### src/rtl/vxe_fifo.sv
// Small show-ahead FIFO used as the request tracker; dout always presents the head entry.
module vxe_fifo #(
  parameter int DATA_WIDTH = 16,
  parameter int DEPTH_POW2 = 2
) (
  input  logic                  clk,
  input  logic                  nrst,
  input  logic                  clr,
  input  logic                  push,
  input  logic                  pop,
  input  logic [DATA_WIDTH-1:0] din,
  output logic [DATA_WIDTH-1:0] dout,
  output logic                  empty
);

  localparam int DEPTH = 1 << DEPTH_POW2;

  logic [DATA_WIDTH-1:0] mem [DEPTH];
  logic [DEPTH_POW2:0]   wp;
  logic [DEPTH_POW2:0]   rp;
  logic                  full;

  assign empty = (wp == rp);
  assign full  = (wp[DEPTH_POW2] != rp[DEPTH_POW2]) &&
                 (wp[DEPTH_POW2-1:0] == rp[DEPTH_POW2-1:0]);
  assign dout  = mem[rp[DEPTH_POW2-1:0]];

  always_ff @(posedge clk or negedge nrst) begin
    if (!nrst) begin
      wp <= '0;
      rp <= '0;
    end else if (clr) begin
      wp <= '0;
      rp <= '0;
    end else begin
      if (push && !full) wp <= wp + 1'b1;
      if (pop && !empty) rp <= rp + 1'b1;
    end
  end

  always_ff @(posedge clk) begin
    if (push && !full) mem[wp[DEPTH_POW2-1:0]] <= din;
  end

endmodule

### config.mk
export PLATFORM = sky130hd
export DESIGN_NAME = vxe_fifo
export DESIGN_NICKNAME = d
export VERILOG_FILES = /design/src/rtl/vxe_fifo.sv
export SDC_FILE = /design/constraint.sdc
export NUM_CORES = 1
export LEC_CHECK = 0
export CAP_MARGIN = 5
export CORE_ASPECT_RATIO = 0.7
export CORE_MARGIN = 2
export CORE_UTILIZATION = 54
export CTS_BUF_LIST = sky130_fd_sc_hd__clkbuf_16
export DETAILED_ROUTE_END_ITERATION = 16
export GPL_ROUTABILITY_DRIVEN = 0
export PLACE_DENSITY = 0.82
export SYNTH_ARGS = -nofsm -noshare
export SYNTH_HDL_FRONTEND = slang
export SYNTH_SLANG_ARGS = --single-unit
### constraint.sdc
create_clock -name clk -period 2.55 [get_ports clk]
set_input_delay 0.51 -clock clk [delete_from_list [all_inputs] [get_ports clk]]
set_output_delay 0.51 -clock clk [all_outputs]
set_load 0.01 [all_outputs]
==> impl_metrics.yaml <==
sta:
  tightest_slew_ps: 451
  finalCriticalPeriod_ps: 2480
  drv_slew: 0
  min_period_over_period: 0.971
  finClkSkew_ps: 5.43
  fmaxAchievable_mhz: 404
  hold_viol: 0
  fin_tns_setup_ps: 0
  setup_viol: 0
  setup_ws_ps: 74.2
  slew_headroom: 0.697
synthesis:
  ys_seq_elements: 70
  synth-edff-count: 64
  yosys.area_share.simple: 0.0555
  syn_area_per_cell_um2: 19.3
  ys_warn_count: 0
  yosysMostFrequentCell: "edfxtp_1"
  synth_cells: 151
  synth_compound_area_frac: 0.0387
  synth_area_leaders: "edfxtp_1 66%, mux4_2 12%, dfrtp_1 5.2%"
  synth_xor_area_frac: 0.0258
  synth_adder_area_share: 0.0215
  yosys.area.top_type: "edfxtp_1"
  ys_seq_area_frac: 0.713
  ys.flop_type: "edfxtp_1"
  synth_fp_nets: 177
  synth_top_family_by_area: "multiplexers"
  synth.distinct_cells: 31
  synthTopCellsByCount: "64 x edfxtp_1, 16 x mux4_2, 6 x dfrtp_1"
  synth_top_area_share: 0.661
  synth.area.mux_share: 0.124
  syn_area_um2: 2910
  synthArstFlopShare: 0.0857
clocking:
  tritoncts: "yes"
  clockBufferDepth: 2
  htreeDepth: 3
  cts_root_buf: "clkbuf_16"
  clock-sinks: 70
  insertion_delay_ps: 320
  cts_made_buffers: 9
  clkSlewWorstSetupHoldPaths_ps: 50
  hold_buffers: 0
power:
  power.internal_w: 0.00306
  p_switching_w: 0.00118
  swShare: 0.278
  p_per_area_nw_per_um2: 1140
  combPwrFrac: 0.324
  p_seq_frac: 0.381
  p_total_w: 0.00424
  leakage_nw: 1.29
  peakVddDrop_v: 0.000775
  clkPwrFrac: 0.295
job:
  cap_viol_max_count: 0
grt:
  grt_max_degree: 17
  antenna_found_initial: 0
  grt_usage: 0.187
  grt_pass1_vias: 1654
  overflow: 0
  grt_pass1_wl_mm: 8.20
cells_and_area:
  antennaDiodeCount: 0
  drive_above_1_share: 0.212
  syn_to_final_growth_pct: 27.9
  fin_cells: 280
  finish.utilization: 0.711
  final_nets: 229
critical_path:
  setup.worst_path.end_class: "primary output"
  path_class: "reg2out"
  cp_cell_sequence: "buf_8 -> xor2_2 -> nor3_1 -> clkdlybuf4s50_1"
  crit_fanout: 13
  start_kind: "flop"
  cp_slowest_cell: "clkdlybuf4s50_1"
  slowest_delay_ps: 580
  worst-endpoint-required_ps: 2040
  arrival_ps: 1970
detailed_routing:
  ant_nets: 0
  vias_per_cell: 5.78
  firstDrtPassIters: 4
  drcViolationCount: 0
  vias: 1617
  drt-initial-drc-count: 178
  wire_per_inst_um: 18.8
  totalWireLength_mm: 5.27
die:
  start_util: 0.556
  coreArea_um2: 5230
  rows: 22
  fp.dieW_um: 91.7
  die_area_um2: 6000
  pin_count: 38
  fp.dieH_um: 65.4
place:
  hpwl_mm: 3.31
  place_ws_ps: 342
  place_inst: 264
  port_buffers: 37
worst_hold_path:
  hp-class: "in2async"
outcome:
  status: "finished clean"
layout by cell type (no fill, tap or decap), types with 5 or more instances in the layout:
| cell type | instances |
|---|---|
| edfxtp_1 | 64 |
| clkdlybuf4s50_1 | 37 |
| mux4_2 | 16 |
| buf_4 | 10 |
| clkbuf_16 | 9 |
| inv_1 | 7 |
| dfrtp_1 | 6 |
| and2_1 | 5 |
| nand4_1 | 5 |
| nand3_1 | 5 |
| ha_1 | 5 |
cells by family after synthesis:
group           Yosys count
simple gates             27
mux                      16
xor+xnor                  6
flops                    70
fa+ha+maj                 5
compound gates           15
buf+inv                  12
through the flow:
stage / instance area [µm²] / hold WS (ps)
2_1_floorplan: 2910 / 214
3_3_place_gp: 3410 / 651
3_5_place_dp: 3410 / 670
4_1_cts: 3710 / 447
5_1_grt: 3720 / 466
6_report: 3720 / 446
what timing repair did:
action	CTS	global route
resized for setup	0	2
setup buffers	0	0
endpoints found under the setup margin	0	9
power groups by stage:
| stage | sequential (W) | clock [W] | combinational, W |
|---|---|---|---|
| 6_report | 0.00162 | 0.00125 | 0.00137 |
| 3_5_place_dp | 0.00163 | 0 | 0.00134 |
| 2_1_floorplan | 0.00159 | 0 | 0.000804 |
| 3_3_place_gp | 0.00162 | 0 | 0.00131 |
| 5_1_grt | 0.00164 | 0.00132 | 0.00145 |
| 4_1_cts | 0.00161 | 0.00128 | 0.00136 |
registers in the layout, indices dropped and copies added, names as in the netlist:
| signal | cells |
|---|---|
| wp | 3 |
| mem | 64 |
| rp | 3 |
worst max-delay path, delay by kind of cell, from the launching register on:
| kind | cells | cell delay, ps |
|---|---|---|
| xor+xnor | 1 | 220 |
| buf+inv | 2 | 750 |
| flops | 1 | 400 |
| simple gates | 1 | 270 |
worst paths after layout:
kind                        from    endpoint  slack [ps]  cells after the start
max                        rp[0]       empty          70                      4
min                         nrst       wp[2]         450                      1
max reg2reg                rp[1]  mem[3][13]         650                      5
min reg2reg                rp[2]       rp[2]         690                      2
max in group asynchronous   nrst       rp[2]        1870                      1
min in group clk           rp[2]       rp[2]         690                      2
layout make-up:
cell class              instances  area (µm²)
flip-flops and latches         70        2070
fillers                       324        1510
multi-input cells              69         772
repair buffers                 48         460
clock buffers                   9         225
well taps                      72        90.1
clock inverters                 7        81.3
inverters                       5        18.8
per-layer routing:
metal  up-vias  GRT usage  part of all wire
li1        720          -                 -
met1       829      0.239              0.43
met2        64      0.307              0.51
met3         4     0.0631             0.057
met4         0     0.0653            0.0051
met5         -          0                 0
Power figures use the tool's default switching activity.
